### src/rtl/ysyx_22040210_rf_scoreboard_if.sv
// ---------------------------------------------------------------------------
// ysyx_22040210_rf_scoreboard_if
// Purpose : bundles the three handshake channels of the register-file
//           scoreboard: instruction issue, fast writeback (wb0) and slow
//           writeback (wb1).
// Signals : issue_*  - issue request with source/destination operands,
//                      issue_ready_o returned by the scoreboard
//           wb0_*    - fast writeback (ALU-class results)
//           wb1_*    - slow writeback (long-latency LSU/MDU results)
// Modports: master - the pipeline side that drives requests
//           slave  - the scoreboard side that returns the ready signals
// ---------------------------------------------------------------------------
interface ysyx_22040210_rf_scoreboard_if;

   logic        issue_valid_i;
   logic        issue_ready_o;
   logic        issue_re1_i;
   logic        issue_re2_i;
   logic [4:0]  issue_rs1_i;
   logic [4:0]  issue_rs2_i;
   logic        issue_we_i;
   logic [4:0]  issue_rd_i;
   logic        issue_long_i;

   logic        wb0_valid_i;
   logic        wb0_ready_o;
   logic [4:0]  wb0_addr_i;
   logic [63:0] wb0_data_i;

   logic        wb1_valid_i;
   logic        wb1_ready_o;
   logic [4:0]  wb1_addr_i;
   logic [63:0] wb1_data_i;

   modport master (
      output issue_valid_i, issue_re1_i, issue_re2_i, issue_rs1_i,
             issue_rs2_i, issue_we_i, issue_rd_i, issue_long_i,
      input  issue_ready_o,
      output wb0_valid_i, wb0_addr_i, wb0_data_i,
      input  wb0_ready_o,
      output wb1_valid_i, wb1_addr_i, wb1_data_i,
      input  wb1_ready_o
   );

   modport slave (
      input  issue_valid_i, issue_re1_i, issue_re2_i, issue_rs1_i,
             issue_rs2_i, issue_we_i, issue_rd_i, issue_long_i,
      output issue_ready_o,
      input  wb0_valid_i, wb0_addr_i, wb0_data_i,
      output wb0_ready_o,
      input  wb1_valid_i, wb1_addr_i, wb1_data_i,
      output wb1_ready_o
   );

endinterface

### src/rtl/ysyx_22040210_rf_scoreboard.sv
// ---------------------------------------------------------------------------
// ysyx_22040210_rf_scoreboard
// Purpose : tracks registers with an outstanding long-latency write, stalls
//           issue on RAW/WAW hazards against them, and arbitrates the two
//           writeback channels onto a single regfile write port. The fast
//           channel normally wins; the slow channel is promoted for one
//           grant after it has waited STARVE_LIMIT consecutive cycles.
// Ports   : clk, rst      - clock, synchronous active-high reset
//           sb_if (slave) - issue / wb0 / wb1 handshakes
//           we_o, waddr_o, wdata_o - combinational regfile write port
//           busy_o        - registered pending-write bitmap (bit 0 always 0)
//           busy_cnt_o    - popcount of busy_o
// ---------------------------------------------------------------------------
module ysyx_22040210_rf_scoreboard #(
   parameter int unsigned STARVE_LIMIT = 4
) (
   input  logic                              clk,
   input  logic                              rst,
   ysyx_22040210_rf_scoreboard_if.slave      sb_if,
   output logic                              we_o,
   output logic [4:0]                        waddr_o,
   output logic [63:0]                       wdata_o,
   output logic [31:0]                       busy_o,
   output logic [5:0]                        busy_cnt_o
);

   typedef enum logic {
      ARB_NORM,
      ARB_SLOW
   } arb_state_e;

   localparam logic [2:0] LIMIT = 3'(STARVE_LIMIT);

   arb_state_e  arb_state_q, arb_state_d;
   logic [2:0]  starve_cnt_q, starve_cnt_d;
   logic [31:0] busy_q, busy_d;

   logic        issue_ready;
   logic        issue_fire;
   logic        hazard;
   logic        wb0_ready, wb1_ready;
   logic        wb0_fire, wb1_fire;
   logic [5:0]  busy_cnt;

   // Hazard detection looks only at the registered busy bits, so a register
   // being cleared by wb1 this cycle still stalls a dependent issue until
   // the next cycle. Ready is forced low while in reset.
   always_comb begin
      hazard = (sb_if.issue_re1_i & (sb_if.issue_rs1_i != 5'd0) & busy_q[sb_if.issue_rs1_i])
             | (sb_if.issue_re2_i & (sb_if.issue_rs2_i != 5'd0) & busy_q[sb_if.issue_rs2_i])
             | (sb_if.issue_we_i  & (sb_if.issue_rd_i  != 5'd0) & busy_q[sb_if.issue_rd_i]);
      issue_ready = ~rst & ~hazard;
      issue_fire  = sb_if.issue_valid_i & issue_ready;
   end

   // Writeback arbiter. The favoured channel is always ready; the other is
   // ready only when the favoured one is idle, so at most one fires per
   // cycle. The starve counter measures how long wb1 has been held off and
   // promotes it to SLOW once it reaches the limit; SLOW lasts until wb1
   // either gets its grant or withdraws.
   always_comb begin
      arb_state_d  = arb_state_q;
      starve_cnt_d = starve_cnt_q;
      wb0_ready    = 1'b0;
      wb1_ready    = 1'b0;

      if (!rst) begin
         case (arb_state_q)
            ARB_NORM: begin
               wb0_ready = 1'b1;
               wb1_ready = ~sb_if.wb0_valid_i;
            end
            ARB_SLOW: begin
               wb1_ready = 1'b1;
               wb0_ready = ~sb_if.wb1_valid_i;
            end
            default: begin
               wb0_ready = 1'b0;
               wb1_ready = 1'b0;
            end
         endcase
      end

      wb0_fire = sb_if.wb0_valid_i & wb0_ready;
      wb1_fire = sb_if.wb1_valid_i & wb1_ready;

      if (sb_if.wb1_valid_i & ~wb1_ready) begin
         if (starve_cnt_q != LIMIT) begin
            starve_cnt_d = starve_cnt_q + 3'd1;
         end
      end else begin
         starve_cnt_d = 3'd0;
      end

      case (arb_state_q)
         ARB_NORM: if (starve_cnt_d == LIMIT) arb_state_d = ARB_SLOW;
         ARB_SLOW: if (wb1_fire | ~sb_if.wb1_valid_i) arb_state_d = ARB_NORM;
         default:  arb_state_d = ARB_NORM;
      endcase
   end

   // Busy bitmap update: the clear from a slow writeback is applied first so
   // that a new long issue to the same register in the same cycle wins.
   always_comb begin
      busy_d = busy_q;
      if (wb1_fire) begin
         busy_d[sb_if.wb1_addr_i] = 1'b0;
      end
      if (issue_fire & sb_if.issue_we_i & sb_if.issue_long_i & (sb_if.issue_rd_i != 5'd0)) begin
         busy_d[sb_if.issue_rd_i] = 1'b1;
      end
      busy_d[0] = 1'b0;
   end

   // Regfile write port mirrors whichever channel fired; x0 writes complete
   // the handshake but never raise we_o.
   always_comb begin
      we_o    = (wb0_fire & (sb_if.wb0_addr_i != 5'd0))
              | (wb1_fire & (sb_if.wb1_addr_i != 5'd0));
      waddr_o = 5'd0;
      wdata_o = 64'd0;
      if (wb0_fire) begin
         waddr_o = sb_if.wb0_addr_i;
         wdata_o = sb_if.wb0_data_i;
      end else if (wb1_fire) begin
         waddr_o = sb_if.wb1_addr_i;
         wdata_o = sb_if.wb1_data_i;
      end
   end

   // Population count of the registered bitmap.
   always_comb begin
      busy_cnt = 6'd0;
      for (int i = 0; i < 32; i++) begin
         busy_cnt = busy_cnt + 6'(busy_q[i]);
      end
   end

   // State registers; reset drops every pending bit and returns to NORM.
   always_ff @(posedge clk) begin
      if (rst) begin
         arb_state_q  <= ARB_NORM;
         starve_cnt_q <= 3'd0;
         busy_q       <= 32'd0;
      end else begin
         arb_state_q  <= arb_state_d;
         starve_cnt_q <= starve_cnt_d;
         busy_q       <= busy_d;
      end
   end

   assign sb_if.issue_ready_o = issue_ready;
   assign sb_if.wb0_ready_o   = wb0_ready;
   assign sb_if.wb1_ready_o   = wb1_ready;
   assign busy_o              = busy_q;
   assign busy_cnt_o          = busy_cnt;

endmodule

### src/flat_wrapper.sv
// flat-port wrapper written by rule: the top's interface ports become plain ports
module ysyx_22040210_rf_scoreboard_flat 
#(
   parameter int unsigned STARVE_LIMIT = 4
)
  (clk, rst, we_o, waddr_o, wdata_o, busy_o, busy_cnt_o, sb_if_issue_valid_i, sb_if_issue_re1_i, sb_if_issue_re2_i, sb_if_issue_rs1_i, sb_if_issue_rs2_i, sb_if_issue_we_i, sb_if_issue_rd_i, sb_if_issue_long_i, sb_if_issue_ready_o, sb_if_wb0_valid_i, sb_if_wb0_addr_i, sb_if_wb0_data_i, sb_if_wb0_ready_o, sb_if_wb1_valid_i, sb_if_wb1_addr_i, sb_if_wb1_data_i, sb_if_wb1_ready_o);
  ysyx_22040210_rf_scoreboard_if sb_if_i ();
  input  logic clk;
  input  logic rst;
  output logic we_o;
  output logic [4:0] waddr_o;
  output logic [63:0] wdata_o;
  output logic [31:0] busy_o;
  output logic [5:0] busy_cnt_o;
  input wire logic [$bits(sb_if_i.issue_valid_i)-1:0] sb_if_issue_valid_i;
  input wire logic [$bits(sb_if_i.issue_re1_i)-1:0] sb_if_issue_re1_i;
  input wire logic [$bits(sb_if_i.issue_re2_i)-1:0] sb_if_issue_re2_i;
  input wire logic [$bits(sb_if_i.issue_rs1_i)-1:0] sb_if_issue_rs1_i;
  input wire logic [$bits(sb_if_i.issue_rs2_i)-1:0] sb_if_issue_rs2_i;
  input wire logic [$bits(sb_if_i.issue_we_i)-1:0] sb_if_issue_we_i;
  input wire logic [$bits(sb_if_i.issue_rd_i)-1:0] sb_if_issue_rd_i;
  input wire logic [$bits(sb_if_i.issue_long_i)-1:0] sb_if_issue_long_i;
  output wire logic [$bits(sb_if_i.issue_ready_o)-1:0] sb_if_issue_ready_o;
  input wire logic [$bits(sb_if_i.wb0_valid_i)-1:0] sb_if_wb0_valid_i;
  input wire logic [$bits(sb_if_i.wb0_addr_i)-1:0] sb_if_wb0_addr_i;
  input wire logic [$bits(sb_if_i.wb0_data_i)-1:0] sb_if_wb0_data_i;
  output wire logic [$bits(sb_if_i.wb0_ready_o)-1:0] sb_if_wb0_ready_o;
  input wire logic [$bits(sb_if_i.wb1_valid_i)-1:0] sb_if_wb1_valid_i;
  input wire logic [$bits(sb_if_i.wb1_addr_i)-1:0] sb_if_wb1_addr_i;
  input wire logic [$bits(sb_if_i.wb1_data_i)-1:0] sb_if_wb1_data_i;
  output wire logic [$bits(sb_if_i.wb1_ready_o)-1:0] sb_if_wb1_ready_o;
  assign sb_if_i.issue_valid_i = sb_if_issue_valid_i;
  assign sb_if_i.issue_re1_i = sb_if_issue_re1_i;
  assign sb_if_i.issue_re2_i = sb_if_issue_re2_i;
  assign sb_if_i.issue_rs1_i = sb_if_issue_rs1_i;
  assign sb_if_i.issue_rs2_i = sb_if_issue_rs2_i;
  assign sb_if_i.issue_we_i = sb_if_issue_we_i;
  assign sb_if_i.issue_rd_i = sb_if_issue_rd_i;
  assign sb_if_i.issue_long_i = sb_if_issue_long_i;
  assign sb_if_issue_ready_o = sb_if_i.issue_ready_o;
  assign sb_if_i.wb0_valid_i = sb_if_wb0_valid_i;
  assign sb_if_i.wb0_addr_i = sb_if_wb0_addr_i;
  assign sb_if_i.wb0_data_i = sb_if_wb0_data_i;
  assign sb_if_wb0_ready_o = sb_if_i.wb0_ready_o;
  assign sb_if_i.wb1_valid_i = sb_if_wb1_valid_i;
  assign sb_if_i.wb1_addr_i = sb_if_wb1_addr_i;
  assign sb_if_i.wb1_data_i = sb_if_wb1_data_i;
  assign sb_if_wb1_ready_o = sb_if_i.wb1_ready_o;
  ysyx_22040210_rf_scoreboard #(.STARVE_LIMIT(STARVE_LIMIT)) u_core (.clk(clk), .rst(rst), .sb_if(sb_if_i), .we_o(we_o), .waddr_o(waddr_o), .wdata_o(wdata_o), .busy_o(busy_o), .busy_cnt_o(busy_cnt_o));
endmodule
### config.mk
export PLATFORM = sky130hd
export DESIGN_NAME = ysyx_22040210_rf_scoreboard_flat
export DESIGN_NICKNAME = d
export VERILOG_FILES = /design/src/rtl/ysyx_22040210_rf_scoreboard_if.sv /design/src/rtl/ysyx_22040210_rf_scoreboard.sv /design/src/flat_wrapper.sv
export SDC_FILE = /design/constraint.sdc
export NUM_CORES = 1
export LEC_CHECK = 0
export ABC_AREA = 1
export ABC_CLOCK_PERIOD_IN_PS = 4900
export BUFFER_PORTS_ARGS = -buffer_cell sky130_fd_sc_hd__buf_2
export CORE_MARGIN = 1.5
export CORE_UTILIZATION = 40
export CTS_BUF_LIST = sky130_fd_sc_hd__clkbuf_8
export DETAILED_ROUTE_END_ITERATION = 10
export HOLD_SLACK_MARGIN = 0.02
export PLACE_DENSITY = 0.79
export SYNTH_ARGS = -nofsm -noshare
export SYNTH_HDL_FRONTEND = slang
export SYNTH_SLANG_ARGS = --single-unit
### constraint.sdc
create_clock -name clk -period 4.9 [get_ports clk]
set_clock_uncertainty 0.2 [all_clocks]
set_input_delay 0.49 -clock clk [delete_from_list [all_inputs] [get_ports clk]]
set_output_delay 0.49 -clock clk [all_outputs]
set_load 0.02 [all_outputs]
==> run_results.csv <==
group,metric,value,unit
pwr,p_total,899,uW
placed_design,dpl_cell_area,5890,sq um
pwr,vdd_drop_max,127,uV
logic_synthesis,synth-xor-area-share,0.825,%
sta,finalWorstSetupSlack,-0.709,ns
route,drtPass1Iterations,8,
critical_path,crit_type,"register to output port",
sta,hold_viol,0,
sta,period_minus_slack,5.61,ns
pwr,leakagePower,0.00327,uW
route,via_per_inst,5.66,
logic_synthesis,synth_top_family_by_area,"simple AND/OR/NAND/NOR gates",
placed_design,dp_hpwl,18.1,mm
final_layout,multiInputGateArea,3050,sq um
logic_synthesis,yosys-top-cells-area,"dfxtp_1 17%, nand2_1 14%, a22o_1 13%, fa_1 11%, inv_1 8.0%",
hold_path,hp-class,"register to register",
grt,first_global_vias,5387,
run_status,outcome,"complete, but fails checks",
logic_synthesis,synth_cells,672,
grt,gr-total-overflow,0,
final_layout,regArea,726,sq um
final_layout,syn2layout_area_growth,43.2,%
clock_network,cts_buffer_depth,2,
clock_network,cts_tree,"built",
grt,grt_usage,37.5,%
grt,grt_pass1_wl,31.5,mm
critical_path,cp-start-kind,"register",
clock_network,numCtsBuffers,5,
logic_synthesis,seq_area_frac_synth,16.5,%
run_status,failed_checks,"negative setup slack",
floorplanning,placementRows,37,
route,drt_iter0_markers,1048,
logic_synthesis,synthMuxAreaShare,0,%
sta,tightest_slew,0.725,ns
clock_network,clkLatencyLatePin,0.30,ns
pwr,powerDensity,148,nW/um^2
logic_synthesis,ys_ff_latch,35,
logic_synthesis,yosysWarnings,0,
clock_network,htree_levels,2,
route,drc,0,
route,vias,6143,
logic_synthesis,synthAdderAreaFrac,13.5,%
placed_design,gp_congestion,0.985,
final_layout,final_design_area_no_fill,6080,sq um
final_layout,final_util,58.9,%
grt,grt.busiest_layer,"met2",
sta,setup-tns-final,-3.13,ns
grt,antenna_found_initial,2,
placed_design,io_buffer_count,271,
route,routed_wirelength,22.2,mm
run,drv_cap,0,
grt,use_met3,10.8,%
grt,grtUsageMet1,49.3,%
floorplanning,die_x,106,microns
sta,setup_viol,6,
logic_synthesis,synth_top_area_share,16.5,%
clock_network,clkTransAtPathRegs,0.07,ns
clock_network,cts_num_sinks,35,
logic_synthesis,synth_compound_gate_area_share,25.8,%
final_layout,nNetsFinal,1142,
route,routedWlPerCell,20.4,microns
floorplanning,coreArea,10300,sq um
route,final_antenna_net_count,0,
logic_synthesis,netlist_area,4250,sq um
floorplanning,dieArea,11200,sq um
floorplanning,start_util,41.1,%
grt,grt_util_met2,58.3,%
floorplanning,ios,273,
sta,fmax,178,MHz
sta,grt_setup_unrepaired,"yes",
grt,grt_max_degree,72,
logic_synthesis,synth_top_area_cell,"dfxtp_1",
critical_path,crit_fanout,2,
critical_path,setup.worst_path.end_class,"output port",
critical_path,critPathArrivalTime,4.92,ns
logic_synthesis,syn-num-nets,866,
critical_path,worstPathRequired,4.21,ns
clock_network,root_buffer,"clkbuf_8",
sta,post-route-period-util,114,%
logic_synthesis,synth-simple-area-share,30.2,%
floorplanning,die_h,106,microns
final_layout,final_layout_size_suffix_gt1_share,37.2,%
sta,slew_headroom,51.6,%
final_layout,n_fill_cell,1069,
logic_synthesis,synth_cell_type_count,31,
logic_synthesis,syn_area_per_cell,6.32,sq um
sta,slew_violations,0,
==> report_power, final <==
part | internal [uW] | switching [uW] | total (uW)
clock | 165 | 113 | 277
combinational | 118 | 219 | 337
sequential | 284 | 1.08 | 285
total | 567 | 333 | 899
==> logic make-up (layout without fill, tap and decap cells) <==
| family | Yosys count | count (layout) |
|---|---|---|
| buffers and inverters | 135 | 412 |
| and+or+nand+nor | 299 | 299 |
| xor gates and xnor gates | 4 | 4 |
| other | 1 | 2 |
| adders and majority gates | 32 | 32 |
| DFF | 35 | 35 |
| AOI/OAI and AO/OA | 166 | 166 |
==> registers in the layout, indices dropped and copies added, names as in the netlist <==
name,cells
u_core.arb_state_q,1
u_core.starve_cnt_q,3
u_core.busy_o,31
==> synth_stat cells <==
| cell type | n |
|---|---|
| nor4_1 | 1 |
| nand2_2 | 1 |
| o21ai_1 | 2 |
| and2_1 | 1 |
| o211ai_1 | 3 |
| buf_2 | 11 |
| clkbuf_1 | 16 |
| nor2_4 | 1 |
| o31ai_1 | 4 |
| xnor2_1 | 1 |
| or2_2 | 1 |
| inv_1 | 91 |
| ha_1 | 9 |
| a21oi_1 | 46 |
| buf_4 | 5 |
| o21ai_0 | 44 |
| conb_1 | 1 |
| dfxtp_1 | 35 |
| nand3_1 | 35 |
| inv_2 | 7 |
| fa_1 | 23 |
| nand4_1 | 35 |
| nor3_1 | 10 |
| o22ai_1 | 1 |
| nor2_1 | 56 |
| a22o_1 | 64 |
| buf_1 | 3 |
| xor2_1 | 3 |
| buf_6 | 2 |
| nand2_1 | 158 |
| a22oi_1 | 2 |
==> what timing repair did <==
item / in CTS / in global routing
endpoints found under the setup margin: 6 / 6
hold buffers: 0 / 0
pin swaps: 4 / 0
gates resized for setup: 16 / 4
buffers inserted: 1 / 0
==> routing by layer <==
layer,wire length [microns],up-vias
li1,-,2813
met2,9650,476
met1,8640,2776
met5,8,-
met4,908,2
met3,2970,76
==> area by class of cell <==
cell class | instances | share of cell area (%)
clock buffer | 6 | 1.36
antenna | 1 | 0.0412
tap | 136 | 2.80
inverter | 98 | 6.05
sequential | 35 | 11.9
timing repair buffer | 306 | 27.1
clock inverter | 2 | 0.576
multi-input combinational | 502 | 50.1
==> path summary, 6_finish.rpt <==
path	from	end	slack, ns	cells after the start
worst max-delay path	u_core.busy_o[18]	busy_cnt_o[4]	-0.71	14
worst min-delay path	u_core.busy_o[23]	u_core.busy_o[23]	0.37	2
worst max register to register	u_core.busy_o[11]	u_core.busy_o[8]	2.44	11
worst min register to register	u_core.busy_o[23]	u_core.busy_o[23]	0.37	2
==> cell usage in the layout, fill, tap and decap left out, types with 2 or more instances in the layout <==
| master | Yosys | final |
|---|---|---|
| a22o_1 | 64 | 64 |
| o21ai_0 | 44 | 42 |
| o21ai_1 | 2 | 2 |
| buf_2 | 11 | 265 |
| a21oi_2 | 0 | 2 |
| buf_6 | 2 | 4 |
| o211ai_1 | 3 | 3 |
| o31ai_1 | 4 | 4 |
| a22oi_1 | 2 | 2 |
| clkbuf_8 | 0 | 6 |
| xor2_1 | 3 | 2 |
| nand4_1 | 35 | 35 |
| a21oi_1 | 46 | 44 |
| nor2_4 | 1 | 2 |
| nor3_1 | 10 | 10 |
| dfxtp_1 | 35 | 21 |
| dfxtp_2 | 0 | 11 |
| nand2_1 | 158 | 158 |
| inv_1 | 91 | 88 |
| inv_2 | 7 | 10 |
| buf_4 | 5 | 37 |
| dfxtp_4 | 0 | 3 |
| ha_1 | 9 | 9 |
| fa_1 | 23 | 19 |
| fa_2 | 0 | 4 |
| nor2_1 | 56 | 54 |
| nand3_1 | 35 | 35 |
==> stage by stage <==
| stage | hold WS [ns] | setup WS, ns | std cells |
|---|---|---|---|
| after global routing | 0.381 | -0.863 | 1086 |
| after global placement | 0.347 | -0.338 | 1076 |
| after detailed placement | 0.348 | -0.397 | 1076 |
| final | 0.369 | -0.709 | 1086 |
| after CTS | 0.361 | -0.676 | 1085 |
| after floorplan | 0.310 | -0.308 | 672 |
==> critical path: stages, from the launching register on <==
cell     delay (ns)
dfxtp_4        0.35
fa_1           0.52
inv_1          0.05
fa_1           0.52
inv_2          0.04
fa_1           0.47
inv_1          0.05
fa_1           0.45
fa_1           0.54
fa_1           0.44
fa_2           0.38
fa_2           0.37
o21ai_2        0.18
xor2_2         0.16
buf_6          0.13
(Power assumes the default switching activity.)
